### config.mk
export PLATFORM = sky130hd
export DESIGN_NAME = bus_unit
export DESIGN_NICKNAME = d
export VERILOG_FILES = /design/src/rtl/cpu_pkg.sv /design/src/rtl/bus_unit.sv
export SDC_FILE = /design/constraint.sdc
export NUM_CORES = 1
export LEC_CHECK = 0
export ABC_AREA = 1
export ABC_CLOCK_PERIOD_IN_PS = 3220
export CORE_ASPECT_RATIO = 2
export CORE_MARGIN = 1
export CORE_UTILIZATION = 30
export CTS_BUF_LIST = sky130_fd_sc_hd__clkbuf_8
export CTS_CLUSTER_SIZE = 10
export DETAILED_ROUTE_END_ITERATION = 8
export GPL_TIMING_DRIVEN = 0
export HOLD_SLACK_MARGIN = 0.03
export PLACE_DENSITY = 0.69
export SETUP_SLACK_MARGIN = 0.1
export SLEW_MARGIN = 20
export SYNTH_ARGS = -nofsm -noshare
export SYNTH_HDL_FRONTEND = slang
export SYNTH_SLANG_ARGS = --single-unit
export TNS_END_PERCENT = 100
### constraint.sdc
create_clock -name clk -period 3.22 [get_ports clk]
set_input_delay 0.322 -clock clk [delete_from_list [all_inputs] [get_ports clk]]
set_output_delay 0.322 -clock clk [all_outputs]
set_load 0.05 [all_outputs]
### src/rtl/cpu_pkg.sv
// rtl/cpu_pkg.sv - shared CPU types: bus opcodes and bus T-states
package cpu_pkg;

  // Encodings 4..7 are unused and are executed as IDLE by bus_unit.
  typedef enum logic [2:0] {
    BUS_IDLE  = 3'd0,
    BUS_IF    = 3'd1,
    BUS_READ  = 3'd2,
    BUS_WRITE = 3'd3
  } bus_opcode_t;

  typedef enum logic [1:0] {
    T1 = 2'd0,
    T2 = 2'd1,
    T3 = 2'd2,
    T4 = 2'd3
  } t_state_t;

endpackage

### src/rtl/bus_unit.sv
// rtl/bus_unit.sv - memory-bus sequencer: runs one bus opcode per M-cycle over T1..T4
module bus_unit
  import cpu_pkg::*;
#(
  parameter int                ADDR_W       = 16,
  parameter int                DATA_W       = 8,
  parameter logic [DATA_W-1:0] RESET_OPCODE = 8'h00
) (
  input  logic              clk,
  input  logic              rst_n,
  input  bus_opcode_t       bus_opcode,
  input  logic [ADDR_W-1:0] addr_in,
  input  logic [DATA_W-1:0] wdata_in,
  input  logic              data_in_reg_wr,
  output logic [ADDR_W-1:0] mem_addr,
  output logic [DATA_W-1:0] mem_wdata,
  output logic              mem_rd,
  output logic              mem_wr,
  input  logic [DATA_W-1:0] mem_rdata,
  input  logic              mem_ready,
  output logic [DATA_W-1:0] next_opcode,
  output logic [DATA_W-1:0] tmp_data,
  output logic [1:0]        t_state,
  output logic              mcycle_done
);

  t_state_t          state_q, state_d;
  bus_opcode_t       op_q, op_d;
  logic [ADDR_W-1:0] addr_q, addr_d;
  logic [DATA_W-1:0] wdata_q, wdata_d;
  logic              dwr_q, dwr_d;
  logic [DATA_W-1:0] ir_q, ir_d;
  logic [DATA_W-1:0] tmp_q, tmp_d;
  logic              strobe;

  always_ff @(posedge clk or negedge rst_n) begin
    if (!rst_n) begin
      state_q <= T1;
      op_q    <= BUS_IDLE;
      addr_q  <= '0;
      wdata_q <= '0;
      dwr_q   <= 1'b0;
      ir_q    <= RESET_OPCODE;
      tmp_q   <= '0;
    end else begin
      state_q <= state_d;
      op_q    <= op_d;
      addr_q  <= addr_d;
      wdata_q <= wdata_d;
      dwr_q   <= dwr_d;
      ir_q    <= ir_d;
      tmp_q   <= tmp_d;
    end
  end

  always_comb begin
    state_d = state_q;
    op_d    = op_q;
    addr_d  = addr_q;
    wdata_d = wdata_q;
    dwr_d   = dwr_q;
    ir_d    = ir_q;
    tmp_d   = tmp_q;
    case (state_q)
      T1: begin
        // Normalise the opcode at capture so later stages only see legal ops.
        case (bus_opcode)
          BUS_IF, BUS_READ, BUS_WRITE: op_d = bus_opcode;
          default:                     op_d = BUS_IDLE;
        endcase
        addr_d  = addr_in;
        wdata_d = wdata_in;
        dwr_d   = data_in_reg_wr;
        state_d = T2;
      end
      T2: state_d = T3;
      T3: begin
        if (op_q == BUS_IDLE) begin
          state_d = T4;
        end else if (mem_ready) begin
          state_d = T4;
          if (op_q == BUS_IF) ir_d = mem_rdata;
          if (op_q == BUS_READ && dwr_q) tmp_d = mem_rdata;
        end
      end
      T4: state_d = T1;
    endcase
  end

  assign strobe      = (state_q == T2) || (state_q == T3);
  assign mem_rd      = strobe && ((op_q == BUS_IF) || (op_q == BUS_READ));
  assign mem_wr      = strobe && (op_q == BUS_WRITE);
  assign mem_addr    = addr_q;
  assign mem_wdata   = wdata_q;
  assign next_opcode = ir_q;
  assign tmp_data    = tmp_q;
  assign t_state     = state_q;
  assign mcycle_done = (state_q == T4);

endmodule

=== Yosys cells after proc, flatten, opt, wreduce, memory -nomap -nowiden ===
Cells that the tools add are included.

* Input port bits: 39
* Register bits after elaboration: 46
* Output and inout bits: 45
* Word-level logic and storage cells: 32

* Reduce and logical (&&, ||, !) cells: 10
* Bitwise gates (word level): 1
* Eq/ne operators: 10
* Multiplexer cells: 4

{| class="wikitable"
|+ Operators by type and width
! operator !! number
|-
| equality test 3 x 2 -> 1 bit, second input constant || 4
|-
| one-hot mux 2 bit (4 select lines) || 1
|-
| AND reduction 4 bit || 2
|-
| equality test 3 x 1 -> 1 bit, second input constant || 2
|-
| equality test 2 bit, second input constant || 2
|-
| 2-to-1 mux 2 bit || 2
|-
| logical AND 1 bit || 3
|-
| zero test 3 bit || 1
|-
| 2-to-1 mux 3 bit || 1
|-
| != test 3 bit, second input constant || 1
|-
| OR reduction 3 bit || 1
|-
| equality test 2 x 1 -> 1 bit, second input constant || 1
|-
| zero test 2 bit || 1
|-
| logical OR 1 bit || 2
|-
| NOT 1 bit || 1
|}

=== Longest topological paths before layout ===
Gate-level depths: netlist of the first run.

* Word-level depth: 3
* Mapped depth: 7
* Depth with buffers taken out: 7

=== Worst setup path after synthesis of the first run ===
Ideal clock, no wire load.

* Kind: flip-flop to output port
* From: register state_q[0] (netlist: t_state[0])
* To: output mem_wr
* Buffers on the path: 0
* Cell stages (with the launch flop): 5
* Required time: 2.898 ns
* Arrival time: 2.195 ns
* Path slack: 0.703 ns
* Cell sequence: dfrtp_1 -> inv_1 -> ha_1 -> inv_1 -> nor3_1

* Cells in the longest elaborated chain, start to end: 3
* Elaborated cells on any way between the ends: 4
* Those cells by class: eq/ne (2); reduce/logical (2)

{| class="wikitable"
|+ Ends and longest elaborated chain
! item !! RTL line !! source
|-
| from (decl) || bus_unit.sv:27 || <nowiki>t_state_t state_q, state_d;</nowiki>
|-
| from (signal assigned) || bus_unit.sv:46 || <nowiki>state_q <= state_d;</nowiki>
|-
| equality test 2 x 1 -> 1 bit or equality test 2 bit (tied branches) || bus_unit.sv:90 || <nowiki>assign strobe = (state_q == T2) || (state_q == T3);</nowiki>
|-
| logical OR 1 bit (*) || bus_unit.sv:90 ||
|-
| logical AND 1 bit (*) || bus_unit.sv:92 || <nowiki>assign mem_wr = strobe && (op_q == BUS_WRITE);</nowiki>
|-
| to (decl) || bus_unit.sv:18 || <nowiki>output logic mem_wr,</nowiki>
|}

Every way passes the cells marked *; elsewhere a longest branch is shown, timed or not.

=== Worst setup path after layout of the first run ===
Ends and elaborated chain as after synthesis.

==> flow_summary.json, run 1 <==
{
  "outcome": "finished, violations left",
  "violations": "design-rule violations",
  "cts_hold_buf": 0,
  "report.final.hold_viol_count": 0,
  "postRouteAntennaNets": 0,
  "antennaDiodeCount": 0,
  "synth_enable_flop_cells": 0,
  "ir_worst_vdd_v": 0.0006229,
  "crit_path_start_kind": "flip-flop",
  "start_util_pct": 31.08,
  "finalPower_mw": 3.672,
  "cp_data_arrival_time_ns": 2.14,
  "worstMarginPinSlew_ns": 0.6538,
  "min_path_type": "primary input to async pin",
  "nets": 296,
  "place.gp.congestion": 0.7764,
  "port_buffers": 83,
  "yosysMostFrequentCell": "nand2_1",
  "post-route-period-util_pct": 76.60,
  "yosys-top-cells-area": "dfrtp_1 (62%), mux2_2 (14%), nand2_1 (9.9%)",
  "cap_violations": 0,
  "synthDistinctLibCells": 15,
  "relSlewSlack_pct": 56.41,
  "track_usage_pct": 14.61,
  "fp-row-count": 40,
  "routed_wl_um": 4281,
  "io_pins": 84,
  "clkLatencyLatePin_ns": 0.31,
  "required_ns": 2.90,
  "fmax_mhz": 405.4,
  "fin_crit_ns": 2.466,
  "clock_path_buffers": 2,
  "yosys.area_share.simple_pct": 17.56,
  "dp_hpwl_um": 3320,
  "synth_mux_area_share_pct": 14.48,
  "rsz0062_at_grt": "false",
  "grt_max_degree": 27,
  "first_pass_iters": 6,
  "area_delta_synth_final_pct": 55.63,
  "yosysSeqAreaShare_pct": 61.66,
  "drive_above_1_share_pct": 16.08,
  "cts_tree": "done",
  "syn-mean-instance-area_sq_um": 11.45,
  "synth_compound_area_share_pct": 1.072,
  "grt_pass1_wl_um": 7107,
  "ys.warnings.count": 0,
  "synth_top_area_cell": "dfrtp_1",
  "cts_setup_buffers": 0,
  "synth_top_family_by_area": "simple AND/OR/NAND/NOR gates",
  "critical_path_class": "flip-flop to output pin",
  "drc": 3,
  "cts.sinks": 46,
  "post_drt_wl_per_cell_um": 13.46,
  "antenna_found_initial": 0,
  "worst-path-max-fanout": 4,
  "num_vias": 1448,
  "syn_inst": 163,
  "coreArea_sq_um": 6006,
  "yosys_most_used_dff": "dfrtp_1",
  "fin_setup_tns_ns": 0,
  "synth_xor_area_share_pct": 0,
  "synth_seq_cells": 46,
  "first_global_vias": 1445,
  "drv_slew": 0,
  "fill_cells": 564,
  "synthesis.nets": 205,
  "powerDensity_nw_per_um2": 1264,
  "dieHeight_um": 113.6,
  "clk_pin_slew_ns": 0.09,
  "utilization_pct": 48.38,
  "die_area_sq_um": 6562,
  "grt.overflow.total": 0,
  "cts_max_level": 2,
  "skew_ns": 0.01547,
  "synth_fa_ha_area_share_pct": 2.011,
  "cts-resized-gates": 0,
  "drt_iter0_markers": 28,
  "yosys-top-cells-count": "nand2_1 (49), dfrtp_1 (46), mux2_2 (24), nand3_1 (14), inv_1 (10)",
  "setup_viol": 0,
  "cts_buffers": 5,
  "die_w_um": 57.78,
  "worstSetupEndpointType": "output pin",
  "synth-async-reset-ratio_pct": 100.0,
  "viasPerCell": 4.553,
  "p_leak_nw": 1.329,
  "clock-root-buffer": "clkbuf_8",
  "fin_cells": 318,
  "synth_top_area_share_pct": 61.66,
  "synth_area_sq_um": 1867,
  "place_inst": 310
}
## sequential cells by signal, indices dropped and copies added (netlist names)
name,count
mem_addr,16
mem_wdata,8
next_opcode,8
tmp_data,8
op_q,3
t_state,2
dwr_q,1
## metal layers
layer	GRT usage [%]	up-vias	wire, um
met5	0	-	0
li1	-	706	-
met3	3.288	10	140
met2	25.50	43	2390
met4	8.889	0	145
met1	15.54	689	1605
## report_power, final
part | internal (mW) | switching (mW)
sequential | 0.861 | 0.149
clock | 0.226 | 0.191
combinational | 0.813 | 1.43
## placed cells by master, fill, tap and decap left out, types with 3 or more instances in the layout
master            n
o21ai_0           3
nand2_1          49
mux2_2           24
dfrtp_1          46
nor2_4            3
nand3_1          14
ha_1              3
buf_4             3
clkdlybuf4s50_1  82
inv_1            12
clkbuf_8          5
nor2_1            3
## logic make-up after synthesis
| family | Yosys count |
|---|---|
| AOI/OAI and AO/OA | 4 |
| adders and majority gates | 3 |
| buffers and inverters | 13 |
| DFF | 46 |
| muxes | 24 |
| and+or+nand+nor | 73 |
## per-stage QoR
step | area, sq um | worst slack (ns) | hold WS [ns]
6_report | 2905 | 0.7535 | 0.03735
5_1_grt | 2905 | 0.6133 | 0.07264
2_1_floorplan | 1867 | 0.7030 | 0.02641
3_3_place_gp | 2776 | 0.5156 | 0.4546
4_1_cts | 2905 | 0.7067 | 0.04180
3_5_place_dp | 2799 | 1.070 | 0.3846
## worst max-delay path: stages, from the launching register on
cell and delay, ns:
dfrtp_1 0.41, inv_1 0.08, ha_1 0.30, inv_1 0.05
nor3_1 0.18, clkdlybuf4s50_1 0.83
## layout make-up
cell class                      count  area, sq um  share of cell area, %
Inverter                           10        37.54                  1.292
Sequential cell                    46         1151                  39.62
Clock inverter                      3        37.54                  1.292
Multi-Input combinational cell    104        655.6                  22.57
Timing Repair Buffer               84        853.3                  29.37
Buffer                              3        22.52                 0.7752
Tap cell                           63        78.83                  2.713
Clock buffer                        5        68.82                  2.369
## final timing paths
path	end	slack, ns	startpoint	cells after the start
setup / recovery	mem_wr	0.75	t_state[0]	5
hold / removal	dwr_q	0.04	rst_n	1
setup reg to reg	next_opcode[4]	1.75	t_state[0]	7
hold reg to reg	tmp_data[1]	0.48	tmp_data[1]	2
max in group asynchronous	t_state[0]	2.65	rst_n	2
min in group clk	tmp_data[1]	0.48	tmp_data[1]	2
No activity file was read; power rests on OpenSTA's default activity.
==> inputs of run 2 (changes only) <==
ABC_CLOCK_PERIOD_IN_PS = 2100   (was 3220)
PLACE_DENSITY = 0.71   (was 0.69)
clock period = 2.1 ns   (was 3.22 ns; I/O delays follow)
==> flow_summary.json, run 2 (synthesis gave the netlist of run 1 again) <==
{
  "outcome": "finished, violations left",
  "violations": "design-rule violations",
  "cts.sinks": 46,
  "fin_crit_ns": 1.897,
  "post-route-period-util_pct": 90.34,
  "clkLatencyLatePin_ns": 0.30,
  "cts_buffers": 5,
  "start_util_pct": 31.08,
  "cap_violations": 0,
  "worstMarginPinSlew_ns": 0.5585,
  "nets": 297,
  "grt_pass1_wl_um": 6610,
  "r2r_slack_ns": 0.64,
  "die_area_sq_um": 6562,
  "timing.rr.start": "t_state[0]",
  "grt.overflow.total": 0,
  "worst-path-max-fanout": 4,
  "placed_cell_area_sq_um": 2808,
  "area_delta_synth_final_pct": 58.45,
  "clock-root-buffer": "clkbuf_8",
  "top_layer": "met4",
  "fill_cells": 568,
  "drc": 4,
  "clk_pin_slew_ns": 0.09,
  "final_cell_mix": "clkdlybuf4s50_1 (80), nand2_1 (49), dfrtp_1 (46), mux2_2 (24), nand3_1 (14)",
  "rsz0062_at_grt": "false",
  "coreArea_sq_um": 6006,
  "antenna_found_initial": 0,
  "drv_slew": 0,
  "fp-row-count": 40,
  "wl_met3_um": 178,
  "crit_path_start_kind": "flip-flop",
  "first_global_vias": 1400,
  "clock_path_buffers": 2,
  "place.gp.congestion": 0.7790,
  "num_vias": 1417,
  "cts_max_level": 2,
  "r2r_end": "mem_addr[15]",
  "cts_tree": "done",
  "dieHeight_um": 113.6,
  "layout_commonest_cell": "clkdlybuf4s50_1",
  "drt_iter0_markers": 34,
  "worstSetupEndpointType": "output pin",
  "largest_register_ffs": 16,
  "fmax_mhz": 527.1,
  "utilization_pct": 49.25,
  "setup_viol": 0,
  "drive_above_1_share_pct": 18.36,
  "r2r_cells": 4,
  "required_ns": 1.89,
  "min_path_type": "primary input to async pin",
  "io_pins": 84,
  "cp_data_arrival_time_ns": 1.69,
  "met2_length_um": 2365,
  "fin_area_sq_um": 2958,
  "antennaDiodeCount": 0,
  "grt_max_degree": 25,
  "die_w_um": 57.78,
  "post_drt_wl_per_cell_um": 12.76,
  "hold_ws_ns": 0.4298,
  "first_pass_iters": 8,
  "track_usage_pct": 13.33,
  "skew_ns": 0.004574,
  "relSlewSlack_pct": 62.77,
  "wl_met1_um": 1425,
  "cp-startpoint": "t_state[0]",
  "routed_wl_um": 4072,
  "critical_path_class": "flip-flop to output pin",
  "port_buffers": 83,
  "postRouteAntennaNets": 0,
  "dp_hpwl_um": 3195,
  "report.final.hold_viol_count": 0,
  "viasPerCell": 4.442
}
[run 2: cell count changes in the layout (fill, tap and decap cells not counted)]
cell             delta
dlygate4sd3_1       +1
bufinv_16           +1
a21oi_2             +1
nor3_1              -1
clkdlybuf4s50_1     -2
inv_1               -2
clkdlybuf4s15_2     +2
nor3_2              +1
a21oi_1             -1
clkinv_4            +1
[run 2: how the worst max path moves through the flow]
stage | slack [ns] | to
floorplan | 0.11 | mem_wr
global placement | -0.42 | mem_addr[12]
detailed placement | 0.08 | mem_wr
CTS | 0.18 | mem_wr
global route | 0.11 | mem_wr
finish | 0.20 | mem_wr
[run 2: final cells by class]
cell class	count	area [sq um]	area share [%]
flip-flops and latches	46	1151	38.92
repair buffers	85	865.8	29.27
multi-input cells	104	664.4	22.46
well taps	63	78.83	2.665
clock buffers	5	68.82	2.327
clock inverters	3	68.82	2.327
inverters	10	37.54	1.269
plain buffers	3	22.52	0.7614
[run 2: metal layers]
metal,vias up,GRT usage (%)
met5,-,0
met4,0,7.619
met3,6,1.927
met2,42,24.65
met1,658,13.79
li1,711,-
[run 2: timing repair]
action | CTS | global route
buffers inserted | 0 | 0
resized for setup | 6 | 0
endpoints found under the setup margin | 2 | 0
endpoints found under the hold margin | 22 | 0
hold buffers | 1 | 0
[run 2: metrics by stage]
| stage | cells | setup TNS [ns] | setup slack, ns |
|---|---|---|---|
| after floorplan | 163 | 0 | 0.1050 |
| after global placement | 309 | -19.33 | -0.4241 |
| after detailed placement | 310 | 0 | 0.07643 |
| after CTS | 319 | 0 | 0.1801 |
| after global routing | 319 | 0 | 0.1124 |
| final | 319 | 0 | 0.2028 |
[run 2: worst max-delay path, cell delays in order, from the launching register on]
cell	delay, ns
dfrtp_1	0.41
inv_1	0.08
ha_1	0.29
inv_1	0.06
nor3_2	0.16
clkdlybuf4s15_2	0.40
Power of run 2 is not shown: default switching activity piles up to over one toggle a cycle in this logic, so the estimate is an artifact.
==> patch 1 (flow settings as in run 1) <==
Reset style: synchronous (`rst_n`), changed in one clocked block.
--- a/src/rtl/bus_unit.sv
+++ b/src/rtl/bus_unit.sv
@@ -34,5 +34,5 @@
   logic              strobe;
 
-  always_ff @(posedge clk or negedge rst_n) begin
+  always_ff @(posedge clk) begin
     if (!rst_n) begin
       state_q <= T1;
Behaviour: differs if rst_n is asserted again (counterexample within 4 cycles, from zero or initial values and one cycle with rst_n low); with rst_n held inactive, the same outputs for 10 cycles.
==> patch 1 against run 1 <==
- hold slack improved by 330 ps
- sequential share of layout area decreased by 6.6 points
- sequential cell count unchanged
- critical endpoint is now mem_rd
- count of clock-buffer cells in the layout unchanged
- highest routed layer unchanged
- worst setup slack gained 84 ps
- total power fell by 31%
- fmax grew 3.5%
- final area is 4.0% lower
- wire length grew 8.3%
- area after synthesis down 4.3%
==> patch 1: results (changes against run 1) <==
GRT
  • GR Util met2: 28.39% (+2.9 points)
  • Largest net degree at the start of global routing: 14 (-48%)
  • Vias in the first global route: 1661 (+15%)
  • First-pass GRT wire length: 7555 µm (+6.3%)
  • GRT met1 Usage: 15.27% (-0.27 points)
  • Met3 GRT Util: 2.917% (-0.37 points)

Power and ir drop
  • Leakage: 1.138 nW (-14%)
  • Comb pwr: 1.32 mW (-41%)
  • Max VDD drop: 0.0006236 V (+0.11%)
  • Sw Pwr: 1.172 mW (-34%)
  • Seq pwr: 807 µW (-20%)

Layout
  • Post-route insts no fill: 387 (+22%)
  • Fin util: 48.87% (+0.50 points)
  • Fillers: 572 (+1.4%)
  • Seq. cell area: 920.9 µm² (-20%)
  • Multi-input comb cells: 163 (+57%)
  • Buffers excl. clock: 92 (+5.7%)
  • # nets final: 367 (+24%)
  • Non-clk buf share: 30.99% (+0.84 points)
  • Multi-input gate share of total cell area: 27.17% (+4.6 points)
  • Share of cells above drive strength 1: 6.442% (-9.6 points)
  • Clk cell area share: 3.812% (+0.15 points)

Die
  • Chip width: 56.57 µm (-2.1%)

Synthesis
  • Syn nets: 278 (+36%)
  • Commonest cells in the netlist: nor2_1 (78), dfxtp_1 (46), o21ai_0 (31)
  • Average cell area after synthesis: 7.571 µm² (-34%)
  • Synth cell types: 23 (+8)
  • Register area share after synthesis: 51.54% (-10 points)
  • Top_reg_cell synth: dfxtp_1
  • Async SR Flop Fraction: 0% (-100 points)
  • Area contributors post-synth: dfxtp_1 (52%), nor2_1 (16%), o21ai_0 (8.7%)

Placed design
  • Post-DP HPWL: 3651 µm (+10%)
  • PortBufs: 82 (-1.2%)
  • Final Wtd Congestion: 0.7680 (-1.1%)
  • Place WS: 1125 ps (+54.50 ps)
  • # placed instances: 379 (+22%)

Status
  • Status: complete, no violations

Timing
  • Slew margin rel.: 63.38% (+7.0 points)
  • Final Skew: 11.00 ps (-4.474 ps)

Hold path
  • Worst Hold Class: input pin to register

Drt
  • Iter 0 DRT Violations: 32 (+14%)
  • Drt pass-1 iters: 5 (-1)
  • Avg WL per Cell: 11.98 µm (-11%)
  • Via density: 4.525 (-0.63%)

Worst setup path
  • Critical Path Fanout Max: 5 (+1)
  • Worst Path Arrival: 2060 ps (-80 ps)
[patch 1: cell count changes after synthesis, sizes merged, moves of 24 or more]
cell,change
mux2,-24
nor2,+76
dfxtp,+46
nand2,-35
o21ai,+32
dfrtp,-46
[patch 1: cells by family after synthesis]
kind of cell | synth area share, %
AOI/OAI and AO/OA | 11.34
adders and majority gates | 2.101
buffers and inverters | 6.022
DFF | 51.54
and+or+nand+nor | 28.99
[patch 1: layer usage]
layer	wire length (µm)	share of wire, %
met4	88	1.9
met1	1753	38
met3	215	4.6
met5	0	0
met2	2581	56
[patch 1: path summary, 6_finish.rpt]
path / slack [ps] / start / end / cells after the start
setup reg to reg: 1720 / t_state[1]$_SDFFE_PN0P_ / mem_addr[12]$_SDFFE_PN0N_ / 7
setup / recovery: 840 / t_state[1]$_SDFFE_PN0P_ / mem_rd / 5
hold reg to reg: 480 / next_opcode[6]$_SDFFE_PN0P_ / next_opcode[6]$_SDFFE_PN0P_ / 2
hold / removal: 370 / rst_n / mem_wdata[0]$_SDFFE_PN0N_ / 3
==> patch 2 (settings of run 1) <==
Made on the original files. The parameter `ADDR_W` goes from 16 to 15.
--- a/src/rtl/bus_unit.sv
+++ b/src/rtl/bus_unit.sv
@@ -3,5 +3,5 @@
   import cpu_pkg::*;
 #(
-  parameter int                ADDR_W       = 16,
+  parameter int                ADDR_W       = 15,
   parameter int                DATA_W       = 8,
   parameter logic [DATA_W-1:0] RESET_OPCODE = 8'h00
Interface: changed (resized addr_in and mem_addr); port bits go from 84 to 82. The function was not compared with the original's and may differ.
==> patch 2 against run 1 <==
- the flow still finishes with violations (DRC)
- die area down 2.0%
- count of clock-buffer cells in the layout rose by 1
- wire length fell by 1.1%
- worst setup slack lost 13 ps
- final area down 1.8%
- sequential cell count is 1 lower
- critical path depth did not move
- area after synthesis is 2.1% lower
- via count is essentially flat
Power is left out: the tool's default activity adds up to more than one toggle a clock period on the data nets, which glitch-free logic cannot reach.
==> patch 2: results (changes against run 1) <==
Layout
  • Register share of the cell area: 39.46% (-0.16 points)
  • Fillers: 528 (-6.4%)
  • Multi-input gate area: 644.4 µm² (-1.7%)
  • Non-clk buf share: 29.90% (-0.25 points)
  • Buffers excl. clock: 85 (-2.3%)
  • Max reg flops: 15 (-1)
  • Num sequential: 45 (-2.2%)
  • Clk cell area share: 4.077% (+0.42 points)
  • CLK BUF: 6 (+1)
  • Multi-input comb cells: 103 (-0.96%)
  • Share of cells above drive strength 1: 16.33% (+0.26 points)
  • # nets final: 291 (-1.7%)

Clock tree
  • Post_cts resized: 0 (unchanged)
  • Clock slew at reported path FFs: 80 ps

GRT
  • GRT met1 Usage: 15.25% (-0.28 points)
  • Vias in the first global route: 1503 (+4.0%)
  • Met3 GRT Util: 3.226% (-0.062 points)
  • Total track usage: 14.59% (about the same)
  • GR Util met2: 26.04% (+0.54 points)
  • First-pass GRT wire length: 7086 µm (-0.30%)

Worst setup path
  • Worst Path Arrival: 2160 ps (+20 ps)
  • Critical Path Fanout Max: 5 (+1)
  • Worst R2R Setup Slack: 1750 ps (about the same)
  • Crit-path max cell delay: 830 ps (about the same)
  • Crit path from: t_state[1]$_DFFE_PN0P_
  • FF-to-FF End: next_opcode[0]$_DFFE_PN0P_

Drt
  • Met3 routed WL: 161 µm (+15%)
  • Detailed Route WL: 4234 µm (-1.1%)
  • Residual DRC count: 5 (+2)
  • Met2 wire len: 2376 µm (-0.59%)
  • Via density: 4.644 (+2.0%)
  • DRT met1 WL: 1562 µm (-2.7%)
  • DR vias: 1449 (+0.069%)
  • Iter 0 DRT Violations: 29 (+3.6%)
  • Drt pass-1 iters: 8 (+2)

Status
  • Failing checks: DRC
  • Status: finished, violations left

Placed design
  • Final Wtd Congestion: 0.7661 (-1.3%)
  • PortBufs: 81 (-2.4%)
  • # placed instances: 304 (-1.9%)
  • Post-DP HPWL: 3260 µm (-1.8%)

Synthesis
  • Register area share after synthesis: 61.60% (about the same)
  • Commonest cells in the netlist: nand2_1 (49), dfrtp_1 (45), mux2_2 (23)
  • Mapped Cells: 161 (-1.2%)
  • Synth cell types: 16 (+1)
  • Area contributors post-synth: dfrtp_1 (62%), mux2_2 (14%), nand2_1 (10%)

Timing
  • Final Skew: 5.721 ps (-9.748 ps)
  • Slew margin rel.: 56.47% (+0.059 points)
==> patch 2: changes by cell type after synthesis <==
| cell | before | now |
|---|---|---|
| buf_2 | 0 | 1 |
| buf_4 | 3 | 2 |
| dfrtp_1 | 46 | 45 |
| mux2_2 | 24 | 23 |
==> patch 2: kinds of logic (layout without fill, tap and decap cells) <==
group	Yosys count	count (layout)	synth area share (%)
AND/OR/NAND/NOR	73	73	17.93
flip-flops	45	45	61.60
multiplexers	23	23	14.17
buffers and inverters	13	103	3.148
AO/OA/AOI/OAI	4	4	1.095
adder cells (fa/ha/maj)	3	3	2.054
==> patch 2: stage by stage <==
step	area, µm²	worst slack (ps)	hold WS [ps]
final	2854	740.8	43.63
after floorplan	1828	703.0	26.41
after global routing	2854	603.6	101.1
after global placement	2715	620.7	454.1
after detailed placement	2738	1081	395.8
after CTS	2854	718.4	59.84
